==> config.mk <==
export PLATFORM = sky130hd
export DESIGN_NAME = alu_arbiter_flat
export DESIGN_NICKNAME = d
export VERILOG_FILES = /design/src/rtl/alu_arbiter_if.sv /design/src/rtl/alu_arbiter.sv /design/src/flat_wrapper.sv
export SDC_FILE = /design/constraint.sdc
export NUM_CORES = 1
export LEC_CHECK = 0
export ABC_AREA = 1
export BUFFER_PORTS_ARGS = -buffer_cell sky130_fd_sc_hd__buf_2
export CORE_MARGIN = 8
export CORE_UTILIZATION = 23
export CTS_CLUSTER_DIAMETER = 60
export DETAILED_ROUTE_END_ITERATION = 8
export PLACE_DENSITY_LB_ADDON = 0.08
export SLEW_MARGIN = 20
export SYNTH_ARGS = -nofsm -noshare
export SYNTH_HDL_FRONTEND = slang
export SYNTH_SLANG_ARGS = --single-unit
==> constraint.sdc <==
create_clock -name clk_i -period 4.6 [get_ports clk_i]
set_clock_uncertainty 0.2 [all_clocks]
set_input_delay 0.69 -clock clk_i [delete_from_list [all_inputs] [get_ports clk_i]]
set_output_delay 0.69 -clock clk_i [all_outputs]
set_load 0.02 [all_outputs]
==> src/rtl/alu_arbiter_if.sv <==
// Bundle of requester, ALU-side and response signals around alu_arbiter.
// slave is the arbiter's view; master is the surrounding logic (requesters, ALU, consumer).
interface alu_arbiter_if;
  logic        req0_valid;
  logic        req0_ready;
  logic [31:0] req0_a;
  logic [31:0] req0_b;
  logic [3:0]  req0_cmd;

  logic        req1_valid;
  logic        req1_ready;
  logic [31:0] req1_a;
  logic [31:0] req1_b;
  logic [3:0]  req1_cmd;

  logic [31:0] alu_a;
  logic [31:0] alu_b;
  logic [3:0]  alu_cmd;
  logic [31:0] alu_result;
  logic        alu_carryout;
  logic        alu_zero;
  logic        alu_overflow;

  logic        resp_valid;
  logic        resp_ready;
  logic        resp_id;
  logic [31:0] resp_result;
  logic        resp_carryout;
  logic        resp_zero;
  logic        resp_overflow;
  logic        resp_err;

  modport slave (
    input  req0_valid, req0_a, req0_b, req0_cmd,
    output req0_ready,
    input  req1_valid, req1_a, req1_b, req1_cmd,
    output req1_ready,
    output alu_a, alu_b, alu_cmd,
    input  alu_result, alu_carryout, alu_zero, alu_overflow,
    output resp_valid, resp_id, resp_result, resp_carryout, resp_zero, resp_overflow, resp_err,
    input  resp_ready
  );

  modport master (
    output req0_valid, req0_a, req0_b, req0_cmd,
    input  req0_ready,
    output req1_valid, req1_a, req1_b, req1_cmd,
    input  req1_ready,
    input  alu_a, alu_b, alu_cmd,
    output alu_result, alu_carryout, alu_zero, alu_overflow,
    input  resp_valid, resp_id, resp_result, resp_carryout, resp_zero, resp_overflow, resp_err,
    output resp_ready
  );
endinterface

==> src/rtl/alu_arbiter.sv <==
// Round-robin arbiter sharing one 32-bit ALU between two requesters, one op in flight.
// Define ALU_SLT_EMU_EN to issue SLT as SUB and derive the SLT bit from sign ^ overflow.
module alu_arbiter #(
  parameter int unsigned SETTLE = 2
) (
  input logic           clk_i,
  input logic           rst_i,
  alu_arbiter_if.slave  bus_io
);

  localparam logic [3:0] CmdMax = 4'd8;
`ifdef ALU_SLT_EMU_EN
  localparam logic [3:0] CmdSub = 4'd1;
  localparam logic [3:0] CmdSlt = 4'd3;
`endif

  typedef enum logic [1:0] {StIdle, StHold, StResp} state_e;

  state_e      state_q, state_d;
  logic        ptr_q, ptr_d;
  logic        id_q, id_d;
  logic [3:0]  cnt_q, cnt_d;
  logic [31:0] alu_a_q, alu_a_d;
  logic [31:0] alu_b_q, alu_b_d;
  logic [3:0]  alu_cmd_q, alu_cmd_d;
  logic [31:0] res_q, res_d;
  logic        carry_q, carry_d;
  logic        zero_q, zero_d;
  logic        ovf_q, ovf_d;
  logic        err_q, err_d;
`ifdef ALU_SLT_EMU_EN
  logic        slt_q, slt_d;
  logic        slt_bit;
`endif

  logic        both_valid, grant0, grant1;
  logic [31:0] gnt_a, gnt_b;
  logic [3:0]  gnt_cmd;

  // ptr_q names the requester favoured when both are valid.
  always_comb begin
    both_valid = bus_io.req0_valid & bus_io.req1_valid;
    grant1     = both_valid ? ptr_q  : bus_io.req1_valid;
    grant0     = both_valid ? ~ptr_q : bus_io.req0_valid;
    gnt_a      = grant1 ? bus_io.req1_a   : bus_io.req0_a;
    gnt_b      = grant1 ? bus_io.req1_b   : bus_io.req0_b;
    gnt_cmd    = grant1 ? bus_io.req1_cmd : bus_io.req0_cmd;
  end

`ifdef ALU_SLT_EMU_EN
  assign slt_bit = bus_io.alu_result[31] ^ bus_io.alu_overflow;
`endif

  always_comb begin
    state_d   = state_q;
    ptr_d     = ptr_q;
    id_d      = id_q;
    cnt_d     = cnt_q;
    alu_a_d   = alu_a_q;
    alu_b_d   = alu_b_q;
    alu_cmd_d = alu_cmd_q;
    res_d     = res_q;
    carry_d   = carry_q;
    zero_d    = zero_q;
    ovf_d     = ovf_q;
    err_d     = err_q;
`ifdef ALU_SLT_EMU_EN
    slt_d     = slt_q;
`endif
    unique case (state_q)
      StIdle: begin
        if (grant0 | grant1) begin
          alu_a_d   = gnt_a;
          alu_b_d   = gnt_b;
          alu_cmd_d = gnt_cmd;
          id_d      = grant1;
          cnt_d     = 4'(SETTLE - 1);
          state_d   = StHold;
`ifdef ALU_SLT_EMU_EN
          slt_d     = (gnt_cmd == CmdSlt);
          if (gnt_cmd == CmdSlt) alu_cmd_d = CmdSub;
`endif
        end
      end
      StHold: begin
        if (cnt_q == 4'd0) begin
          state_d = StResp;
          if (alu_cmd_q > CmdMax) begin
            res_d   = 32'd0;
            carry_d = 1'b0;
            zero_d  = 1'b0;
            ovf_d   = 1'b0;
            err_d   = 1'b1;
`ifdef ALU_SLT_EMU_EN
          end else if (slt_q) begin
            res_d   = {31'd0, slt_bit};
            carry_d = bus_io.alu_carryout;
            zero_d  = ~slt_bit;
            ovf_d   = bus_io.alu_overflow;
            err_d   = 1'b0;
`endif
          end else begin
            res_d   = bus_io.alu_result;
            carry_d = bus_io.alu_carryout;
            zero_d  = bus_io.alu_zero;
            ovf_d   = bus_io.alu_overflow;
            err_d   = 1'b0;
          end
        end else begin
          cnt_d = cnt_q - 4'd1;
        end
      end
      StResp: begin
        if (bus_io.resp_ready) begin
          ptr_d   = ~id_q;
          state_d = StIdle;
        end
      end
      default: state_d = StIdle;
    endcase
  end

  always_ff @(posedge clk_i or posedge rst_i) begin
    if (rst_i) begin
      state_q   <= StIdle;
      ptr_q     <= 1'b0;
      id_q      <= 1'b0;
      cnt_q     <= 4'd0;
      alu_a_q   <= 32'd0;
      alu_b_q   <= 32'd0;
      alu_cmd_q <= 4'd0;
      res_q     <= 32'd0;
      carry_q   <= 1'b0;
      zero_q    <= 1'b0;
      ovf_q     <= 1'b0;
      err_q     <= 1'b0;
`ifdef ALU_SLT_EMU_EN
      slt_q     <= 1'b0;
`endif
    end else begin
      state_q   <= state_d;
      ptr_q     <= ptr_d;
      id_q      <= id_d;
      cnt_q     <= cnt_d;
      alu_a_q   <= alu_a_d;
      alu_b_q   <= alu_b_d;
      alu_cmd_q <= alu_cmd_d;
      res_q     <= res_d;
      carry_q   <= carry_d;
      zero_q    <= zero_d;
      ovf_q     <= ovf_d;
      err_q     <= err_d;
`ifdef ALU_SLT_EMU_EN
      slt_q     <= slt_d;
`endif
    end
  end

  assign bus_io.req0_ready    = (state_q == StIdle) & grant0;
  assign bus_io.req1_ready    = (state_q == StIdle) & grant1;
  assign bus_io.alu_a         = alu_a_q;
  assign bus_io.alu_b         = alu_b_q;
  assign bus_io.alu_cmd       = alu_cmd_q;
  assign bus_io.resp_valid    = (state_q == StResp);
  assign bus_io.resp_id       = id_q;
  assign bus_io.resp_result   = res_q;
  assign bus_io.resp_carryout = carry_q;
  assign bus_io.resp_zero     = zero_q;
  assign bus_io.resp_overflow = ovf_q;
  assign bus_io.resp_err      = err_q;

endmodule
==> src/flat_wrapper.sv <==
// flat-port wrapper written by rule: the top's interface ports become plain ports
module alu_arbiter_flat 
#(
  parameter int unsigned SETTLE = 2
)
  (clk_i, rst_i, bus_io_req0_valid, bus_io_req0_a, bus_io_req0_b, bus_io_req0_cmd, bus_io_req0_ready, bus_io_req1_valid, bus_io_req1_a, bus_io_req1_b, bus_io_req1_cmd, bus_io_req1_ready, bus_io_alu_a, bus_io_alu_b, bus_io_alu_cmd, bus_io_alu_result, bus_io_alu_carryout, bus_io_alu_zero, bus_io_alu_overflow, bus_io_resp_valid, bus_io_resp_id, bus_io_resp_result, bus_io_resp_carryout, bus_io_resp_zero, bus_io_resp_overflow, bus_io_resp_err, bus_io_resp_ready);
  alu_arbiter_if bus_io_i ();
  input logic clk_i;
  input logic rst_i;
  input wire logic [$bits(bus_io_i.req0_valid)-1:0] bus_io_req0_valid;
  input wire logic [$bits(bus_io_i.req0_a)-1:0] bus_io_req0_a;
  input wire logic [$bits(bus_io_i.req0_b)-1:0] bus_io_req0_b;
  input wire logic [$bits(bus_io_i.req0_cmd)-1:0] bus_io_req0_cmd;
  output wire logic [$bits(bus_io_i.req0_ready)-1:0] bus_io_req0_ready;
  input wire logic [$bits(bus_io_i.req1_valid)-1:0] bus_io_req1_valid;
  input wire logic [$bits(bus_io_i.req1_a)-1:0] bus_io_req1_a;
  input wire logic [$bits(bus_io_i.req1_b)-1:0] bus_io_req1_b;
  input wire logic [$bits(bus_io_i.req1_cmd)-1:0] bus_io_req1_cmd;
  output wire logic [$bits(bus_io_i.req1_ready)-1:0] bus_io_req1_ready;
  output wire logic [$bits(bus_io_i.alu_a)-1:0] bus_io_alu_a;
  output wire logic [$bits(bus_io_i.alu_b)-1:0] bus_io_alu_b;
  output wire logic [$bits(bus_io_i.alu_cmd)-1:0] bus_io_alu_cmd;
  input wire logic [$bits(bus_io_i.alu_result)-1:0] bus_io_alu_result;
  input wire logic [$bits(bus_io_i.alu_carryout)-1:0] bus_io_alu_carryout;
  input wire logic [$bits(bus_io_i.alu_zero)-1:0] bus_io_alu_zero;
  input wire logic [$bits(bus_io_i.alu_overflow)-1:0] bus_io_alu_overflow;
  output wire logic [$bits(bus_io_i.resp_valid)-1:0] bus_io_resp_valid;
  output wire logic [$bits(bus_io_i.resp_id)-1:0] bus_io_resp_id;
  output wire logic [$bits(bus_io_i.resp_result)-1:0] bus_io_resp_result;
  output wire logic [$bits(bus_io_i.resp_carryout)-1:0] bus_io_resp_carryout;
  output wire logic [$bits(bus_io_i.resp_zero)-1:0] bus_io_resp_zero;
  output wire logic [$bits(bus_io_i.resp_overflow)-1:0] bus_io_resp_overflow;
  output wire logic [$bits(bus_io_i.resp_err)-1:0] bus_io_resp_err;
  input wire logic [$bits(bus_io_i.resp_ready)-1:0] bus_io_resp_ready;
  assign bus_io_i.req0_valid = bus_io_req0_valid;
  assign bus_io_i.req0_a = bus_io_req0_a;
  assign bus_io_i.req0_b = bus_io_req0_b;
  assign bus_io_i.req0_cmd = bus_io_req0_cmd;
  assign bus_io_req0_ready = bus_io_i.req0_ready;
  assign bus_io_i.req1_valid = bus_io_req1_valid;
  assign bus_io_i.req1_a = bus_io_req1_a;
  assign bus_io_i.req1_b = bus_io_req1_b;
  assign bus_io_i.req1_cmd = bus_io_req1_cmd;
  assign bus_io_req1_ready = bus_io_i.req1_ready;
  assign bus_io_alu_a = bus_io_i.alu_a;
  assign bus_io_alu_b = bus_io_i.alu_b;
  assign bus_io_alu_cmd = bus_io_i.alu_cmd;
  assign bus_io_i.alu_result = bus_io_alu_result;
  assign bus_io_i.alu_carryout = bus_io_alu_carryout;
  assign bus_io_i.alu_zero = bus_io_alu_zero;
  assign bus_io_i.alu_overflow = bus_io_alu_overflow;
  assign bus_io_resp_valid = bus_io_i.resp_valid;
  assign bus_io_resp_id = bus_io_i.resp_id;
  assign bus_io_resp_result = bus_io_i.resp_result;
  assign bus_io_resp_carryout = bus_io_i.resp_carryout;
  assign bus_io_resp_zero = bus_io_i.resp_zero;
  assign bus_io_resp_overflow = bus_io_i.resp_overflow;
  assign bus_io_resp_err = bus_io_i.resp_err;
  assign bus_io_i.resp_ready = bus_io_resp_ready;
  alu_arbiter #(.SETTLE(SETTLE)) u_core (.clk_i(clk_i), .rst_i(rst_i), .bus_io(bus_io_i));
endmodule
-- Word level (Yosys, flattened, before mapping)
Cells that the tools add are included.
- register bits: 112
- input bits: 176
- output and inout port bits: 108
- logic and storage cells: 51
- add/sub/neg operators: 1
- magnitude comparators: 1
- equality and inequality tests: 6
- mux-type cells: 17
- bitwise operators: 6
- reductions and logical operators: 8
- operators with widths (operator ; number):
    $mux 32 ; 3
    $mux 4 ; 3
    $pmux 4 s2 ; 1
    $mux 1 ; 6
    $mux 2 ; 3
    $ne 2x1->1 const B ; 3
    $pmux 2 s3 ; 1
    $reduce_and 2->1 ; 3
    $reduce_and 3->1 ; 2
    $gt 4x4->1 const B ; 1
    $logic_not 4->1 ; 1
    $sub 4x1->4 const B ; 1
    $and 1x1->1 ; 3
    $eq 2x1->1 const B ; 1
    $eq 2x2->1 const B ; 1
    $logic_not 2->1 ; 1
    $ne 2x2->1 const B ; 1
    $not 1->1 ; 2
    $reduce_bool 2->1 ; 1
    $or 1x1->1 ; 1

-- Logic depth before layout (Yosys ltp)
Gate-level depths: netlist of the first run.
- depth in word-level cells: 5
- mapped depth: 8
- depth with buffers taken out: 8

-- Worst setup path after synthesis of the first run
Ideal clock, no wire load.
- kind: input port to output port
- from: in bus_io_req1_valid
- to: out bus_io_req0_ready
- data arrival time: 1.503 ns
- setup slack: 2.207 ns
- cell stages on the path: 5
- buffers on the path: 2
- cells stage by stage: nand2_2 > buf_2 > buf_2 > nand2_1 > nor2_1
- word-level cells in the longest chain between the ends: 3
- ends and longest elaborated chain (element ; RTL line ; text):
    from (decl) ; flat_wrapper.sv:15 ; input wire logic [$bits(bus_io_i.req1_valid)-1:0] bus_io_req1_valid;
    $and 1x1->1 ; alu_arbiter.sv:42 ; both_valid = bus_io.req0_valid & bus_io.req1_valid;
    $mux 1 ; alu_arbiter.sv:44 ; grant0 = both_valid ? ~ptr_q : bus_io.req0_valid;
    $and 1x1->1 ; alu_arbiter.sv:159 ; assign bus_io.req0_ready = (state_q == StIdle) & grant0;
    to (decl) ; flat_wrapper.sv:14 ; output wire logic [$bits(bus_io_i.req0_ready)-1:0] bus_io_req0_ready;
Every way passes these cells.

-- Final worst setup path of the first run
- from: reg u_core.state_q[0]
- to: out bus_io_req1_ready
- word-level cells in the longest chain between the ends: 2
- ends and longest elaborated chain (element ; RTL line ; text):
    from (decl) ; alu_arbiter.sv:19 ; state_e state_q, state_d;
    from (signal assigned) ; alu_arbiter.sv:125 ; state_q <= StIdle;
    from (signal assigned) ; alu_arbiter.sv:141 ; state_q <= state_d;
    $logic_not 2->1 ; alu_arbiter.sv:160 ; assign bus_io.req1_ready = (state_q == StIdle) & grant1;
    $and 1x1->1 ; alu_arbiter.sv:160 ;
    to (decl) ; flat_wrapper.sv:19 ; output wire logic [$bits(bus_io_i.req1_ready)-1:0] bus_io_req1_ready;
Every way passes these cells.

==> results.py, run 1 <==
metrics = {
    "clock_tree": {
        "clock-sinks": 112,
        "htreeDepth": 3,
        "hold_buffers": 0,
        "cts_root_buf": "clkbuf_16",
        "clockBufferDepth": 2,
        "cts_inserted_buffers": 9,
        "post_cts_buffers": 0,
        "cts_tree": "done",
        "clock_latency_ps": 350,
        "cts_resized": 0,
        "path_clk_slew_ps": 80,
    },
    "setup_path": {
        "worst-path-stages": 4,
        "cp_max_fo": 4,
        "cp.arrival_ps": 1560,
        "crit_chain": "nor2_1 -> inv_2 -> nor2_1 -> buf_2",
        "path_buf_inv": 2,
        "crit_path_frequent_cell": "nor2_1",
        "cp-end-kind": "output pin",
        "cp_slowest_cell": "dfrtp_1",
        "crit_family": "simple AND/OR/NAND/NOR gates",
        "path_class": "flop to output pin",
        "reg2reg_slack_ps": 2320,
        "critical_path_required_ps": 3710,
        "critical-path-max-stage-delay_ps": 410,
        "worstSetupStartpointType": "flop",
        "r2r_cells": 6,
    },
    "power": {
        "power.total_uw": 5156,
        "peakVddDrop_mv": 0.3101,
        "powerDensity_nw_per_um2": 673.5,
        "p_leak_uw": 0.004448,
    },
    "sta": {
        "hold_viol_final": 0,
        "worstMarginPinSlew_ps": 847.8,
        "setup_violations": 0,
        "finalHoldWorstSlack_ps": 186.7,
        "fmax_mhz": 408.9,
        "slew_viol_final": 0,
        "period_needed_ps": 2446,
        "setup-tns-final_ps": 0,
        "grt_setup_unrepaired": "false",
        "fin_crit_sh": 0.5317,
        "maxSlewHeadroom": 0.4334,
    },
    "placement": {
        "dp.cells": 1308,
        "port_buffers": 283,
        "place_hpwl_um": 15040,
        "finalWeightedCongestion": 0.7164,
    },
    "global_route": {
        "grtUsageTotal": 0.1379,
        "grt_pass1_wl_um": 33250,
        "antenna_found_initial": 1,
        "grt_pass1_vias": 5736,
        "grt_overflow": 0,
        "grt_max_degree": 69,
    },
    "route": {
        "ant_nets": 0,
        "vias_per_cell": 4.192,
        "routed_wl_um": 20860,
        "wl_per_cell_um": 15.74,
        "drt_first_pass_iters": 4,
        "drcViolationCount": 0,
        "vias": 5555,
        "drtIter0Drc": 307,
    },
    "logic_synthesis": {
        "ys_ff_latch": 112,
        "synth_area_um2": 5669,
        "synth_ff_type": "dfrtp_1",
        "yosys.area.top_type_share": 0.4944,
        "syn_area_per_cell_um2": 7.692,
        "synth_nets": 915,
        "netlist_top_cells_area": "dfrtp_1 49%, nand2_1 20%, nand3_1 9.7%, nand3b_1 9.0%, inv_1 5.2%",
        "synth.distinct_cells": 18,
        "yosysSeqAreaShare": 0.4944,
        "yosys.cell_count.top_type": "nand2_1",
        "yosysTopAreaCell": "dfrtp_1",
        "synth_edf_count": 0,
        "synth_top_cells_by_count": "297 x nand2_1, 112 x dfrtp_1, 110 x nand3_1, 79 x inv_1, 68 x nand3b_1",
        "ys_async_sr_fraction": 1.000,
        "yosys_warnings": 0,
        "syn_inst": 737,
    },
    "worst_hold_path": {
        "hp-class": "input pin to asynchronous set/reset pin",
    },
    "floorplanning": {
        "initial_core_util": 0.2338,
        "io_pins": 284,
        "core-area_um2": 24250,
        "fp.dieW_um": 173,
        "die_y_um": 173,
        "dieArea_um2": 29930,
        "num_rows": 57,
    },
    "layout": {
        "area_growth_pct": 35.03,
        "fin_cells": 1325,
        "fin_nets": 1174,
        "drive_gt1_frac": 0.3170,
    },
    "job": {
        "maxCapViolCount": 0,
    },
    "outcome": {
        "status": "finished, final reports clean",
    },
}
## final timing paths
check,end,from
min in group clk_i,u_core.bus_io.alu_b[27]$_DFFE_PP0P_,u_core.bus_io.alu_b[27]$_DFFE_PP0P_
max reg2reg,u_core.bus_io.alu_a[24]$_DFFE_PP0P_,u_core.state_q[0]$_DFFE_PP0P_
min,u_core.bus_io.resp_result[30]$_DFFE_PP0P_,rst_i
min reg2reg,u_core.bus_io.alu_b[27]$_DFFE_PP0P_,u_core.bus_io.alu_b[27]$_DFFE_PP0P_
max in group asynchronous,u_core.bus_io.alu_b[22]$_DFFE_PP0P_,rst_i
max,bus_io_req1_ready,u_core.state_q[0]$_DFFE_PP0P_
## power breakdown
| part | total (uW) | internal [uW] | switching, uW |
|---|---|---|---|
| registers | 1720 | 1460 | 253 |
| clock network | 742 | 371 | 372 |
| logic | 2700 | 862 | 1830 |
| total | 5160 | 2700 | 2460 |
## area by class of cell
type | count | area, um^2
timing repair buffer | 294 | 1544
clock buffer | 10 | 229.0
inverter | 80 | 302.8
multi-input combinational | 499 | 2330
fill | 2711 | 16590
sequential | 112 | 2803
antenna | 1 | 2.502
clock inverter | 5 | 38.79
tap | 324 | 405.4
## registers in the layout, summed over array words and instances, names as in the netlist, 2 cells and up
name	count
u_core.bus_io.resp_result	32
u_core.bus_io.alu_a	32
u_core.bus_io.alu_cmd	4
u_core.state_q	2
u_core.bus_io.alu_b	32
u_core.cnt_q	4
## stage by stage
step / worst slack [ps] / utilization / cell area [um^2]
3_3_place_gp: 2107 / 0.3034 / 7357
2_1_floorplan: 751.0 / - / 5669
3_5_place_dp: 2070 / 0.3034 / 7357
5_1_grt: 2071 / 0.3156 / 7652
6_report: 2154 / 0.3157 / 7655
4_1_cts: 2128 / 0.3144 / 7625
## kinds of logic after synthesis
kind of cell | after synthesis | share of synthesized area
DFF | 112 | 0.4944
buffers and inverters | 126 | 0.09666
AOI/OAI and AO/OA | 6 | 0.005738
and+or+nand+nor | 491 | 0.3988
adders and majority gates | 2 | 0.004413
## cell usage in the layout (no fill, tap or decap)
| master | n |
|---|---|
| clkinvlp_4 | 1 |
| nor2_1 | 10 |
| nor2_4 | 2 |
| buf_4 | 8 |
| ha_1 | 2 |
| inv_1 | 78 |
| buf_12 | 2 |
| o21ai_4 | 1 |
| inv_6 | 3 |
| dfrtp_1 | 112 |
| nand2_1 | 297 |
| nand3b_1 | 68 |
| buf_16 | 1 |
| nand3_1 | 110 |
| nand2_2 | 4 |
| clkbuf_1 | 1 |
| o21ai_0 | 3 |
| o31ai_1 | 1 |
| diode_2 | 1 |
| inv_4 | 1 |
| clkinv_2 | 1 |
| buf_2 | 283 |
| clkbuf_16 | 9 |
| a21oi_1 | 1 |
| inv_2 | 1 |
## routing by layer
layer | GRT usage | vias up | part of all wire
li1 | - | 2808 | -
met1 | 0.1844 | 2530 | 0.47
met2 | 0.2142 | 197 | 0.45
met3 | 0.04247 | 18 | 0.065
met4 | 0.03234 | 2 | 0.013
met5 | 0 | - | 0.00048
Power figures use the tool's default switching activity.
==> inputs of run 2 (changes only) <==
==> constraint.sdc (replaced) <==
create_clock -name clk_i -period 2.4 [get_ports clk_i]
set_clock_uncertainty 0.2 [all_clocks]
set_input_delay 0.36 -clock clk_i [delete_from_list [all_inputs] [get_ports clk_i]]
set_output_delay 0.36 -clock clk_i [all_outputs]
set_load 0.02 [all_outputs]
==> run 2 against run 1 <==
Against the previous run: critical path depth did not move; register-to-register slack got worse by 1700 ps; non-clock buffer count up 5; via count fell by 0.74%; sequential share of layout area down 0.44 points; core utilization increased by 0.39 points; worst setup slack worse by 1900 ps; first-iteration DRC count down 23%; largest cell class unchanged; largest power group unchanged.
==> results.py, run 2 (synthesis results as in run 1) <==
metrics = {
    "floorplanning": {
        "io_pins": 284,
        "num_rows": 57,
        "fp.dieW_um": 173,
        "core-area_um2": 24250,
        "dieArea_um2": 29930,
        "die_y_um": 173,
        "initial_core_util": 0.2338,
    },
    "clock_tree": {
        "htreeDepth": 3,
        "clock_latency_ps": 360,
        "cts_resized": 0,
        "cts_root_buf": "clkbuf_16",
        "cts_tree": "done",
        "cts_inserted_buffers": 9,
        "path_clk_slew_ps": 80,
        "clockBufferDepth": 2,
        "clock-sinks": 112,
    },
    "power": {
        "p_sw_uw": 4759,
        "comb_power_share": 0.515,
        "intPower_uw": 5215,
        "p_leak_uw": 0.004488,
        "clockPowerShare": 0.155,
        "swShare": 0.4772,
        "powerDensity_nw_per_um2": 1287,
        "pwr-share-seq": 0.329,
        "peakVddDrop_mv": 0.4257,
    },
    "sta": {
        "worstMarginPinSlew_ps": 486.8,
        "fmax_mhz": 471.6,
        "hold_viol_final": 0,
        "fin_crit_sh": 0.8835,
        "setup-tns-final_ps": 0,
        "maxSlewHeadroom": 0.6755,
        "period_needed_ps": 2120,
        "setup_violations": 0,
        "slew_viol_final": 0,
        "grt_setup_unrepaired": "false",
    },
    "setup_path": {
        "cp-end-kind": "output pin",
        "crit_chain": "nor2_1 -> inv_2 -> nor2_1 -> buf_2",
        "crit_family": "simple AND/OR/NAND/NOR gates",
        "cp.arrival_ps": 1560,
        "cp_max_fo": 4,
        "rr_startpoint": "u_core.state_q[0]$_DFFE_PP0P_",
        "reg2reg_slack_ps": 610,
        "timing.rr.end": "u_core.bus_io.alu_b[4]$_DFFE_PP0P_",
        "r2r_cells": 6,
        "crit_path_frequent_cell": "nor2_1",
        "critical-path-max-stage-delay_ps": 420,
        "path_buf_inv": 2,
        "worstSetupStartpointType": "flop",
        "cp_slowest_cell": "dfrtp_1",
        "path_class": "flop to output pin",
        "critical_path_required_ps": 1840,
    },
    "placement": {
        "finalWeightedCongestion": 0.7313,
        "port_buffers": 283,
        "place_hpwl_um": 14890,
    },
    "layout": {
        "fin_nets": 1179,
        "final_core_util": 0.3196,
        "layout_commonest_cell": "nand2_1",
        "final_cell_mix": "297 x nand2_1, 283 x buf_2, 112 x dfrtp_1, 110 x nand3_1, 78 x inv_1",
        "multiInputGateArea_um2": 2330,
        "drive_gt1_frac": 0.3201,
        "ff_latch_area_um2": 2803,
        "area_growth_pct": 36.68,
        "fillCellCount": 2677,
    },
    "worst_hold_path": {
        "hold_depth": 3,
        "hp-class": "input pin to flop",
        "hold_start": "bus_io_alu_result[1]",
        "min_to": "u_core.bus_io.resp_result[1]$_DFFE_PP0P_",
    },
    "route": {
        "wl_per_cell_um": 15.67,
        "vias": 5514,
        "drcViolationCount": 0,
        "drtIter0Drc": 236,
        "drt_first_pass_iters": 7,
        "ant_nets": 0,
        "routed_wl_um": 20860,
        "vias_per_cell": 4.143,
    },
    "global_route": {
        "grt_pass1_vias": 5707,
        "grtUsageTotal": 0.1363,
        "grt_max_degree": 69,
        "grt_overflow": 0,
        "grt_pass1_wl_um": 33060,
        "antenna_found_initial": 1,
    },
    "job": {
        "maxCapViolCount": 0,
    },
    "outcome": {
        "status": "finished, final reports clean",
    },
}
run 2: worst max-delay path by stage:
stage                                                endpoint  slack, ps  depth (start not counted)                           from
after floorplan            u_core.bus_io.alu_a[0]$_DFFE_PP0P_        480                          1                          rst_i
after global placement    u_core.bus_io.alu_b[26]$_DFFE_PP0P_        620                          5              bus_io_req1_valid
after detailed placement   u_core.bus_io.alu_b[9]$_DFFE_PP0P_        610                          6  u_core.state_q[0]$_DFFE_PP0P_
after CTS                                   bus_io_req0_ready        250                          4  u_core.state_q[0]$_DFFE_PP0P_
after global routing                        bus_io_req0_ready        170                          4  u_core.state_q[0]$_DFFE_PP0P_
final                                       bus_io_req0_ready        280                          4  u_core.state_q[0]$_DFFE_PP0P_
run 2: timing repair:
action                                  4_1_cts  5_1_grt
endpoints found under the hold margin        12        0
hold buffers                                  2        0
setup buffers                                 0        0
endpoints found under the setup margin        0        0
run 2: worst min-delay path: stages:
cell     delay, ps
buf_2           70
nand3_1         60
nand2_1         50
run 2: layout make-up:
class,instances,area share
antenna,1,0.0003229
clock buffer,10,0.03084
clock inverter,6,0.007912
inverter,80,0.03924
multi-input combinational,499,0.3007
sequential,112,0.3617
tap,324,0.05232
timing repair buffer,299,0.2070
run 2: metal layers:
| layer | track usage | wire length, um |
|---|---|---|
| met1 | 0.1784 | 9595 |
| met2 | 0.2101 | 9560 |
| met3 | 0.04531 | 1424 |
| met4 | 0.04060 | 266 |
| met5 | 0 | 10 |
run 2: stage by stage:
step	power (uW)	cells	hold WS [ps]	worst slack [ps]	area [um^2]
after floorplan	6675	737	246.3	482.5	5673
after global placement	8617	1312	169.2	623.7	7426
after detailed placement	8589	1312	180.5	613.1	7426
after CTS	10230	1330	7.162	247.2	7746
after global routing	10910	1330	22.88	167.8	7746
final	9974	1331	26.79	279.7	7749
run 2: power groups by stage:
stage,clock (uW),sequential [uW],combinational (uW)
after CTS,1640,3290,5300
after global placement,0,3320,5300
after global routing,1720,3410,5780
final,1550,3280,5140
after detailed placement,0,3300,5290
after floorplan,0,4330,2350
==> inputs of run 3 (changes only) <==
--- a/config.mk
+++ b/config.mk
@@ -7,7 +7,7 @@
 export LEC_CHECK = 0
 export ABC_AREA = 1
 export BUFFER_PORTS_ARGS = -buffer_cell sky130_fd_sc_hd__buf_2
-export CORE_MARGIN = 8
+export CORE_MARGIN = 2
 export CORE_UTILIZATION = 23
 export CTS_CLUSTER_DIAMETER = 60
 export DETAILED_ROUTE_END_ITERATION = 8
==> run 3 against run 2 <==
Against the previous run: register-to-register slack lost 50 ps; non-clock buffer count grew 2; sequential power is essentially flat; via count grew 2.2%; combinational power is essentially flat; final cell count grew 0.30%; critical path depth is the same; worst hold slack lost 4.9 ps; clock power shrank 4%; first-iteration DRC count grew 35%; count of clock-buffer cells in the layout is the same; worst setup slack gained 26 ps; largest cell class unchanged; largest power group unchanged; highest routed layer is now met4.
==> results.py, run 3 (synthesis results as in run 1) <==
metrics = {
    "placement": {
        "finalWeightedCongestion": 0.7321,
        "port_buffers": 283,
        "dpl_cell_area_um2": 7441,
        "place_hpwl_um": 13710,
        "dp.cells": 1314,
    },
    "job": {
        "maxCapViolCount": 0,
    },
    "sta": {
        "grt_setup_unrepaired": "false",
        "finalHoldWorstSlack_ps": 21.85,
        "fin_crit_sh": 0.8728,
        "setup-tns-final_ps": 0,
        "worstMarginPinSlew_ps": 581.8,
        "hold_viol_final": 0,
        "fmax_mhz": 477.4,
        "slew_viol_final": 0,
        "maxSlewHeadroom": 0.6113,
        "period_needed_ps": 2095,
        "setup_violations": 0,
    },
    "global_route": {
        "grt_overflow": 0,
        "antenna_found_initial": 3,
        "grt_max_degree": 47,
        "grt_pass1_vias": 5693,
        "grtUsageTotal": 0.1499,
        "grt_pass1_wl_um": 31110,
    },
    "route": {
        "vias_per_cell": 4.223,
        "vias": 5638,
        "drcViolationCount": 0,
        "routed_wl_um": 19330,
        "wl_per_cell_um": 14.48,
        "drt_first_pass_iters": 4,
        "drtIter0Drc": 318,
        "ant_nets": 0,
    },
    "setup_path": {
        "path_class": "flop to output pin",
        "critical_path_required_ps": 1840,
        "worstSetupStartpointType": "flop",
        "timing.rr.end": "u_core.bus_io.resp_err$_DFFE_PP0P_",
        "r2r_cells": 6,
        "cp_max_fo": 4,
        "rr_startpoint": "u_core.cnt_q[0]$_DFFE_PP0P_",
        "cp-end-kind": "output pin",
        "reg2reg_slack_ps": 560,
        "cp.arrival_ps": 1530,
    },
    "outcome": {
        "status": "finished, final reports clean",
    },
    "layout": {
        "drive_gt1_frac": 0.3204,
        "layout_commonest_cell": "nand2_1",
        "fin_area_um2": 7750,
        "area_growth_pct": 36.70,
        "fin_nets": 1181,
        "final_cell_mix": "297 x nand2_1, 283 x buf_2, 112 x dfrtp_1, 110 x nand3_1, 78 x inv_1",
        "fin_cells": 1335,
    },
    "clock_tree": {
        "clockBufferDepth": 2,
        "path_clk_slew_ps": 80,
        "cts_inserted_buffers": 9,
        "cts_root_buf": "clkbuf_16",
        "cts_tree": "done",
        "clock-sinks": 112,
        "htreeDepth": 3,
        "clock_latency_ps": 360,
        "post_cts_buffers": 0,
    },
    "worst_hold_path": {
        "hold_depth": 3,
        "min_to": "u_core.bus_io.resp_result[1]$_DFFE_PP0P_",
        "hp-class": "input pin to flop",
        "hold_start": "bus_io_alu_result[1]",
    },
    "power": {
        "p_leak_uw": 0.004489,
        "peakVddDrop_mv": 0.4985,
        "powerDensity_nw_per_um2": 1280,
    },
    "floorplanning": {
        "initial_core_util": 0.2338,
        "num_rows": 57,
        "dieArea_um2": 25920,
        "die_y_um": 161,
        "core-area_um2": 24250,
        "fp.dieW_um": 161,
        "io_pins": 284,
    },
}
run 3: changes by cell type in the layout (fill, tap and decap cells not counted):
cell / change
inv_6: -3
buf_4: +2
clkinv_4: +2
diode_2: +2
clkbuf_1: +1
clkbuf_8: -1
clkinv_2: +1
clkinv_8: -1
inv_8: +1
run 3: worst max-delay path by stage:
stage | start | end | slack [ps]
CTS | u_core.state_q[0]$_DFFE_PP0P_ | bus_io_req1_ready | 250
floorplan | rst_i | u_core.bus_io.alu_a[0]$_DFFE_PP0P_ | 480
global route | u_core.state_q[0]$_DFFE_PP0P_ | bus_io_req1_ready | 220
detailed placement | u_core.cnt_q[0]$_DFFE_PP0P_ | u_core.bus_io.resp_result[14]$_DFFE_PP0P_ | 510
finish | u_core.state_q[0]$_DFFE_PP0P_ | bus_io_req0_ready | 310
global placement | u_core.cnt_q[0]$_DFFE_PP0P_ | u_core.bus_io.resp_result[23]$_DFFE_PP0P_ | 550
run 3: what timing repair did:
item	4_1_cts	5_1_grt
endpoints found under the hold margin	22	0
hold buffers	2	0
resized for setup	0	0
run 3: critical path, cell delays in order, from the launching register on:
cell and delay [ps]:
dfrtp_1 420, nor2_1 300, inv_2 110, nor2_1 160, buf_2 190
run 3: per-stage QoR:
stage / utilization / setup slack (ps) / total power (uW)
floorplan: - / 482.5 / 6675
global placement: 0.3069 / 552.9 / 8569
detailed placement: 0.3069 / 513.5 / 8556
CTS: 0.3193 / 253.6 / 10120
global route: 0.3195 / 218.9 / 10800
finish: 0.3196 / 305.4 / 9920
run 3: cell type report:
cell class	count	area [um^2]
fillers	2667	16500
flip-flops and latches	112	2803
multi-input cells	499	2330
repair buffers	301	1619
well taps	324	405.4
inverters	80	304.0
clock buffers	10	229.0
clock inverters	6	52.55
diodes	3	7.507
run 3: layer usage:
layer	GRT usage	routed length, um
met5	0	0
met4	0.05032	405
met3	0.03980	1392
met2	0.2407	8758
met1	0.1963	8772
run 3: where the power goes:
part,switching [uW],internal (uW)
Sequential,472,2800
Clock,768,724
Combinational,3480,1670
Total,4720,5200
